## src/rtl/red_seq_pkg.sv

```systemverilog
// Shared types and helpers for the RED byte-reduction sequencer.
// State encodings, accumulator width, sign extension and a 4-bit CLA slice.
package red_seq_pkg;

    localparam int RED_SUM_W = 10;

    typedef enum logic [2:0] {
        IDLE  = 3'd0,
        SUM_A = 3'd1,
        SUM_B = 3'd2,
        FINAL = 3'd3,
        DONE  = 3'd4
    } state_t;

    function automatic logic [RED_SUM_W-1:0] sext_b10(input logic [7:0] x);
        return {{(RED_SUM_W-8){x[7]}}, x};
    endfunction

    function automatic logic [15:0] sext_10_16(input logic [RED_SUM_W-1:0] x);
        return {{(16-RED_SUM_W){x[RED_SUM_W-1]}}, x};
    endfunction

    // Returns {carry_out, sum[3:0]} with all carries in lookahead form.
    function automatic logic [4:0] cla4(input logic [3:0] x, input logic [3:0] y, input logic ci);
        logic [3:0] g;
        logic [3:0] p;
        logic [4:0] c;
        g    = x & y;
        p    = x ^ y;
        c[0] = ci;
        c[1] = g[0] | (p[0] & ci);
        c[2] = g[1] | (p[1] & g[0]) | (p[1] & p[0] & ci);
        c[3] = g[2] | (p[2] & g[1]) | (p[2] & p[1] & g[0]) | (p[2] & p[1] & p[0] & ci);
        c[4] = g[3] | (p[3] & g[2]) | (p[3] & p[2] & g[1]) | (p[3] & p[2] & p[1] & g[0])
             | (p[3] & p[2] & p[1] & p[0] & ci);
        return {c[4], p ^ c[3:0]};
    endfunction

endpackage

```

## src/rtl/red_seq_if.sv

```systemverilog
// Operand/result handshake bundle for red_seq.
interface red_seq_if #(parameter int DATA_W = 16);
    logic              in_valid;
    logic              in_ready;
    logic [DATA_W-1:0] a;
    logic [DATA_W-1:0] b;
    logic              flush;
    logic              out_valid;
    logic              out_ready;
    logic [DATA_W-1:0] result;
    logic              busy;

    modport master (
        output in_valid, a, b, flush, out_ready,
        input  in_ready, out_valid, result, busy
    );

    modport slave (
        input  in_valid, a, b, flush, out_ready,
        output in_ready, out_valid, result, busy
    );
endinterface

```

## src/rtl/red_add10.sv

```systemverilog
// 10-bit two's-complement adder from three CLA slices; carry-in 0, carry-out dropped.
module red_add10
    import red_seq_pkg::*;
(
    input  logic [RED_SUM_W-1:0] x,
    input  logic [RED_SUM_W-1:0] y,
    output logic [RED_SUM_W-1:0] sum
);
    logic [4:0] s0;
    logic [4:0] s1;

    assign s0       = cla4(x[3:0], y[3:0], 1'b0);
    assign s1       = cla4(x[7:4], y[7:4], s0[4]);
    assign sum[3:0] = s0[3:0];
    assign sum[7:4] = s1[3:0];
    // Top slice only carries two live bits; its carry-out is discarded.
    assign sum[9:8] = 2'(cla4({2'b00, x[9:8]}, {2'b00, y[9:8]}, s1[4]));
endmodule

```

## src/rtl/red_seq.sv

```systemverilog
// Three-cycle RED sequencer: one shared 10-bit adder, valid/ready in and out, flush.
module red_seq
    import red_seq_pkg::*;
#(
    parameter int DATA_W = 16,
    parameter int SUM_W  = RED_SUM_W
) (
    input  logic      clk,
    input  logic      rst_n,
    red_seq_if.slave  bus
);
    state_t            state;
    logic [DATA_W-1:0] op_a;
    logic [DATA_W-1:0] op_b;
    logic [SUM_W-1:0]  acc_a;
    logic [SUM_W-1:0]  acc_b;
    logic [DATA_W-1:0] result_q;
    logic              out_valid_q;
    logic [SUM_W-1:0]  add_x;
    logic [SUM_W-1:0]  add_y;
    logic [SUM_W-1:0]  add_s;

    // Operand mux in front of the single shared adder.
    always_comb begin
        add_x = '0;
        add_y = '0;
        case (state)
            SUM_A: begin
                add_x = sext_b10(op_a[7:0]);
                add_y = sext_b10(op_a[15:8]);
            end
            SUM_B: begin
                add_x = sext_b10(op_b[7:0]);
                add_y = sext_b10(op_b[15:8]);
            end
            FINAL: begin
                add_x = acc_a;
                add_y = acc_b;
            end
            default: ;
        endcase
    end

    red_add10 u_add (.x(add_x), .y(add_y), .sum(add_s));

    always_ff @(posedge clk) begin
        if (!rst_n) begin
            state       <= IDLE;
            op_a        <= '0;
            op_b        <= '0;
            acc_a       <= '0;
            acc_b       <= '0;
            result_q    <= '0;
            out_valid_q <= 1'b0;
        end else if (bus.flush) begin
            state       <= IDLE;
            out_valid_q <= 1'b0;
        end else begin
            case (state)
                IDLE: if (bus.in_valid) begin
                    op_a  <= bus.a;
                    op_b  <= bus.b;
                    state <= SUM_A;
                end
                SUM_A: begin
                    acc_a <= add_s;
                    state <= SUM_B;
                end
                SUM_B: begin
                    acc_b <= add_s;
                    state <= FINAL;
                end
                FINAL: begin
                    result_q    <= sext_10_16(add_s);
                    out_valid_q <= 1'b1;
                    state       <= DONE;
                end
                DONE: if (bus.out_ready) begin
                    out_valid_q <= 1'b0;
                    state       <= IDLE;
                end
                default: state <= IDLE;
            endcase
        end
    end

    assign bus.in_ready  = (state == IDLE);
    assign bus.busy      = (state != IDLE);
    assign bus.out_valid = out_valid_q;
    assign bus.result    = result_q;
endmodule

```

## src/flat_wrapper.sv

```systemverilog
// flat-port wrapper written by rule: the top's interface ports become plain ports
module red_seq_flat import red_seq_pkg::*;
#(
    parameter int DATA_W = 16,
    parameter int SUM_W  = RED_SUM_W
)
  (clk, rst_n, bus_in_valid, bus_a, bus_b, bus_flush, bus_out_ready, bus_in_ready, bus_out_valid, bus_result, bus_busy);
  red_seq_if #(.DATA_W(DATA_W)) bus_i ();
  input  logic clk;
  input  logic rst_n;
  input wire logic [$bits(bus_i.in_valid)-1:0] bus_in_valid;
  input wire logic [$bits(bus_i.a)-1:0] bus_a;
  input wire logic [$bits(bus_i.b)-1:0] bus_b;
  input wire logic [$bits(bus_i.flush)-1:0] bus_flush;
  input wire logic [$bits(bus_i.out_ready)-1:0] bus_out_ready;
  output wire logic [$bits(bus_i.in_ready)-1:0] bus_in_ready;
  output wire logic [$bits(bus_i.out_valid)-1:0] bus_out_valid;
  output wire logic [$bits(bus_i.result)-1:0] bus_result;
  output wire logic [$bits(bus_i.busy)-1:0] bus_busy;
  assign bus_i.in_valid = bus_in_valid;
  assign bus_i.a = bus_a;
  assign bus_i.b = bus_b;
  assign bus_i.flush = bus_flush;
  assign bus_i.out_ready = bus_out_ready;
  assign bus_in_ready = bus_i.in_ready;
  assign bus_out_valid = bus_i.out_valid;
  assign bus_result = bus_i.result;
  assign bus_busy = bus_i.busy;
  red_seq #(.DATA_W(DATA_W), .SUM_W(SUM_W)) u_core (.clk(clk), .rst_n(rst_n), .bus(bus_i));
endmodule
```

## config.mk

```make
export PLATFORM = sky130hd
export DESIGN_NAME = red_seq_flat
export DESIGN_NICKNAME = d
export VERILOG_FILES = /design/src/rtl/red_seq_pkg.sv /design/src/rtl/red_seq_if.sv /design/src/rtl/red_add10.sv /design/src/rtl/red_seq.sv /design/src/flat_wrapper.sv
export SDC_FILE = /design/constraint.sdc
export NUM_CORES = 1
export LEC_CHECK = 0
export ABC_AREA = 1
export BUFFER_PORTS_ARGS = -buffer_cell sky130_fd_sc_hd__buf_2
export CAP_MARGIN = 20
export CORE_AREA = 2 2 88 90
export CTS_CLUSTER_SIZE = 20
export DETAILED_ROUTE_END_ITERATION = 8
export DIE_AREA = 0 0 90 92
export GPL_TIMING_DRIVEN = 0
export PLACE_DENSITY = 0.64
export SLEW_MARGIN = 25
export SYNTH_ARGS = -nofsm -noshare
export SYNTH_HDL_FRONTEND = slang
export SYNTH_SLANG_ARGS = --single-unit
export TNS_END_PERCENT = 30
```

## constraint.sdc

```tcl
create_clock -name clk -period 2.9 [get_ports clk]
set_clock_uncertainty 0.15 [all_clocks]
set_input_delay 0.145 -clock clk [delete_from_list [all_inputs] [get_ports clk]]
set_output_delay 0.145 -clock clk [all_outputs]
set_load 0.01 [all_outputs]
```

# == Word-level counts from Yosys, hierarchy flattened ==
# Cells that the tools add are included.
# totals
ff_bits,66
input_bits,37
output_inout_bits,19
wordCells,84
# op_classes
n_eq_ne,6
muxes,7
bitwise,54
reduce_logical,10
# op_table
operator,count
one-hot mux 10 bit (3 select lines),2
AND 1 bit,26
OR 1 bit,17
XOR 4 bit,4
one-hot mux 3 bit (5 select lines),1
AND reduction 2 bit,5
AND 4 bit,2
equality test 3 x 2 -> 1 bit (second input constant),2
two-way mux 3 bit,2
inequality test 2 bit (second input constant),2
XOR 2 bit,2
equality test 3 x 1 -> 1 bit (second input constant),1
equality test 3 bit (second input constant),1
zero test 3 bit,1
AND reduction 3 bit,1
nonzero test 3 bit,1
AND 2 bit,1
inverter 1 bit,2
one-hot mux 1 bit (2 select lines),1
nonzero test 2 bit,1
OR reduction 2 bit,1
two-way mux 1 bit,1

# == Logic depth before layout (Yosys ltp) ==
# logic_depth
word_depth,12
ltp_mapped,19
mapped_depth_nobuf,17

# == Hierarchy ==
# Synthesis repeated with hierarchy kept, for this count alone.
# unflattened
hier_cells,557
area_unflattened_um2,3649.8
# by_module_without_submodules
module,instances,cells_per_inst,area_each_um2,seq_area_each_um2
red_seq,1,509,3291.9,1321.3
red_add10,1,48,357.8,0.0

# == Worst setup path after synthesis ==
# Ideal clock, no wire load.
# synth_timing
path_type,reg2reg
from,register u_core.state[2]
to,register u_core.acc_a[8]
setup_time_ps,70
arrival_time_ps,2570
required_time_ps,2680
path_slack_ps,110
path_stages_with_launch,15
n_path_buf,1
synth_period_minus_slack_ps,2790
cell_sequence,dfxtp_1 inv_2 nand3_4 inv_2 buf_2 a22oi_1 nand2_1 ha_1 a21oi_1 nand3_1 nand2_1 nand2_1 a21oi_1 fa_1 a21oi_1
# synth_between
elab_chain_len,10
word_cells_on_any_way,31
classes_between,eq/ne: 3; mux: 2; bitwise: 25; reduce/logical: 1
# synth_rtl
item,line_no,text
start: declaration,red_seq.sv:12,state_t state;
start signal: assignment,red_seq.sv:48,state <= IDLE;
start signal: assignment,red_seq.sv:56,state <= IDLE;
start signal: assignment,red_seq.sv:63,state <= SUM_A;
equality test 3 x 2 -> 1 bit / equality test 3 x 1 -> 1 bit (equally long branches),"red_seq.sv:27, red_seq.sv:59",
one-hot mux 10 bit (3 select lines),red_seq.sv:27,case (state)
XOR 4 bit / AND 4 bit (equally long branches),"red_seq_pkg.sv:29, red_seq_pkg.sv:28",
AND 1 bit (on tied branches),--,
"OR 1 bit, or another cell as far along",red_seq_pkg.sv:34,c[4] = g[3] | (p[3] & g[2]) | (p[3] & p[2] & g[1]) | (p[3] & p[2] & p[1] & g[0])
OR 1 bit / AND 1 bit (equally long branches),red_seq_pkg.sv:34,
OR 1 bit,red_seq_pkg.sv:34,
AND 1 bit,red_seq_pkg.sv:35,| (p[3] & p[2] & p[1] & p[0] & ci);
OR 1 bit,red_seq_pkg.sv:35,
XOR 2 bit,red_seq_pkg.sv:36,"return {c[4], p ^ c[3:0]};"
end signal: assignment,red_seq.sv:66,acc_a <= add_s;
end: declaration,red_seq.sv:15,logic [SUM_W-1:0] acc_a;
# Parallel ways exist; a longest one is shown, timed or not.
# A chain may end at the register's enable or synchronous reset.

# == Worst setup path in the final report ==
# Same ends and word-level chain as after synthesis.

==> out/qor.yml <==
grt:
  grt_max_degree: 11
  antenna_found_initial: 0
  met1_usage: 0.267
  track_usage: 0.225
  grt_pass1_wl_mm: 14.9
  grt.busiest_layer: "met2"
  grt_pass1_vias: 3184
  use_met2: 0.398
  grt_overflow: 0
  grt.met3_usage: 0.0485
yosys:
  netlist_top_cells_count: "nor2_1 (83), dfxtp_1 (66), nand2_1 (53)"
  synth_ff_type: "dfxtp_1"
  syn_inst: 429
  synth_edf_count: 0
  ys_seq_area_frac: 0.408
  async_flop_share: 0
  yosysTopAreaCell: "dfxtp_1"
  syn_avg_cell_area_sq_um: 7.54
  synth-seq-cells: 66
  synth.top_cell.area_share: 0.408
  synth_cell_type_count: 39
  syn_area_sq_mm: 0.00324
  synth.area.top_cells: "dfxtp_1 (41%), nor2_1 (9.6%), o21ai_0 (7.3%), nand2_1 (6.1%), a21oi_1 (4.5%)"
  syn_nets: 477
  yosysMostFrequentCell: "nor2_1"
  yosys_warnings: 0
status:
  outcome: "complete, no violations"
sta:
  worst_pin_slew_ns: 0.565
  hold_viol: 0
  min_period_over_period: 0.974
  finalSetupViolCount: 0
  fmax_mhz: 354
  layout_min_cycle_time_ns: 2.82
  finalSetupTns_ns: 0
  slew_viol_final: 0
  relSlewSlack: 0.624
  whs_ns: 0.0796
power_and_ir_drop:
  sw_frac_of_total: 0.263
  internal_power_w: 0.00142
  p_switching_w: 0.000509
  total_power_w: 0.00193
  seqPwrFrac: 0.504
  combPwrFrac: 0.135
  clkPwrFrac: 0.361
  p_leak_nw: 2.12
  powerDensity_mw_per_mm2: 423
  vdd_drop_max_mv: 0.255
drt:
  wl_mm: 8.96
  post_drt_wl_per_cell_microns: 13.6
  dr_total_vias: 3231
  antenna_left: 0
  first_pass_iters: 4
  viasPerCell: 4.90
  dr.first_iter.drc_count: 204
  route.detailed.drc: 0
worst_setup_path:
  rr_worst_depth: 14
  critPathArrivalTime_ns: 2.96
  worstPathRequired_ns: 3.03
  cp_cell_sequence: "buf_4, nor3_4, buf_6, buf_6, nand2_1, nand3_2, ha_4, buf_4, and3_1, nand2_2, nand2_2, a21oi_2, fa_2, a21oi_2"
  slowest_stage: "fa_2"
  critPathMaxStageDelay_ns: 0.50
  startpoint_type: "flip-flop"
  critPathKind: "flip-flop to flip-flop"
  endpoint_kind: "flip-flop"
  worstPathMaxFanout: 5
die:
  die_w_microns: 90
  core_region_area_sq_mm: 0.00745
  fp.dieH_microns: 92
  row_count: 32
  die-area_sq_mm: 0.00828
  io_pins: 56
  start_util: 0.434
clock_tree:
  clkSlewWorstSetupHoldPaths_ns: 0.07
  insertion_delay_ns: 0.35
  clockBufferDepth: 2
  clock-root-buffer: "clkbuf_8"
  cts_tree: "done"
  cts_inserted_buffers: 9
  cts_num_sinks: 66
  htree_levels: 3
layout:
  area_growth_pct: 41.1
  fillers: 685
  nets: 602
  n_antenna_cell: 0
  instances_no_fill: 660
  layout-drive-gt1-share: 0.296
  post-route-util: 0.613
placement:
  hpwl_mm: 5.93
  port_buffers: 54
  place_congestion: 0.895
  dp_cells: 585
flow_run:
  maxCapViolCount: 0
hold_path:
  min_path_type: "input pin to flip-flop"
  hold_path_depth: 4
-- registers in the layout, indices dropped and copies added (netlist names) --
name,count
u_core.op_a,16
u_core.op_b,16
u_core.acc_a,10
u_core.acc_b,10
u_core.bus.result,10
u_core.state,3
u_core.bus.out_valid,1
-- routing by layer --
| layer | part of all wire | vias up |
|---|---|---|
| met5 | 0 | - |
| met4 | 0.018 | 0 |
| met3 | 0.058 | 12 |
| met2 | 0.49 | 101 |
| met1 | 0.44 | 1474 |
| li1 | - | 1644 |
-- path summary, 6_finish.rpt --
check,startpoint,to,slack [ns]
worst max-delay path,u_core.state[2],u_core.acc_a[8],0.08
worst min-delay path,bus_flush,u_core.acc_a[2],0.08
worst max register to register,u_core.state[2],u_core.acc_a[8],0.08
worst min register to register,u_core.acc_b[0],u_core.acc_b[0],0.33
-- power by group through the flow --
| stage | clock network [W] | logic (W) | registers, W |
|---|---|---|---|
| after floorplan | 0 | 0.000138 | 0.000985 |
| after CTS | 0.000699 | 0.000252 | 0.000973 |
| after detailed placement | 0 | 0.000198 | 0.000992 |
| after global routing | 0.000743 | 0.000292 | 0.000979 |
| final | 0.000697 | 0.000262 | 0.000974 |
| after global placement | 0 | 0.000194 | 0.000992 |
-- worst max-delay path, delay by kind of cell, from the launching register on --
| kind | cells | cell delay (ns) |
|---|---|---|
| buffers and inverters | 4 | 0.54 |
| flip-flops | 1 | 0.37 |
| AO/OA/AOI/OAI | 2 | 0.29 |
| AND/OR/NAND/NOR | 6 | 0.70 |
| adder cells (fa/ha/maj) | 2 | 0.71 |
-- cells by family (layout without fill, tap and decap cells) --
family,Yosys count,after routing,synth area share
adder cells (fa/ha/maj),11,11,0.0495
flip-flops,66,66,0.408
XOR/XNOR,3,3,0.00812
AND/OR/NAND/NOR,180,180,0.249
AO/OA/AOI/OAI,99,99,0.169
buffers and inverters,70,199,0.116
-- stage by stage --
step,worst slack [ns],instance area [sq um]
floorplan,0.110,3240
global placement,-0.314,3630
detailed placement,-0.324,3630
CTS,0.000865,4470
global route,-0.0237,4560
finish,0.0763,4560
-- layout by cell type (no fill, tap or decap), drive strengths merged --
| cell type | synthesis | final |
|---|---|---|
| a21o | 1 | 1 |
| a21oi | 32 | 32 |
| a221oi | 2 | 2 |
| a22o | 1 | 1 |
| a22oi | 3 | 3 |
| and3 | 1 | 1 |
| buf | 18 | 98 |
| clkbuf | 6 | 18 |
| clkinv | 3 | 6 |
| dfxtp | 66 | 66 |
| dlygate4sd3 | 0 | 34 |
| fa | 3 | 3 |
| ha | 8 | 8 |
| inv | 43 | 43 |
| nand2 | 56 | 56 |
| nand3 | 29 | 29 |
| nand3b | 1 | 1 |
| nand4 | 5 | 5 |
| nor2 | 86 | 86 |
| nor3 | 2 | 2 |
| o211ai | 2 | 2 |
| o21a | 2 | 2 |
| o21ai | 54 | 54 |
| o21bai | 2 | 2 |
| xnor2 | 1 | 1 |
| xor2 | 2 | 2 |
-- layout make-up --
cell class / count / area (sq um) / share of cell area
Multi-Input combinational cell: 293 / 1710 / 0.374
Sequential cell: 66 / 1330 / 0.291
Timing Repair Buffer: 114 / 821 / 0.180
Buffer: 24 / 216 / 0.0474
Inverter: 46 / 190 / 0.0417
Clock buffer: 12 / 155 / 0.0340
Tap cell: 102 / 128 / 0.0280
Clock inverter: 3 / 15.0 / 0.00329
-- timing repair --
item / in CTS / in global routing
setup endpoints to repair: 9 / 9
hold buffers: 34 / 0
buffers inserted: 21 / 3
gates cloned: 2 / 0
gates resized for setup: 35 / 19
endpoints found under the hold margin: 35 / 0
pin swaps: 21 / 16
No activity file was read; power rests on OpenSTA's default activity.
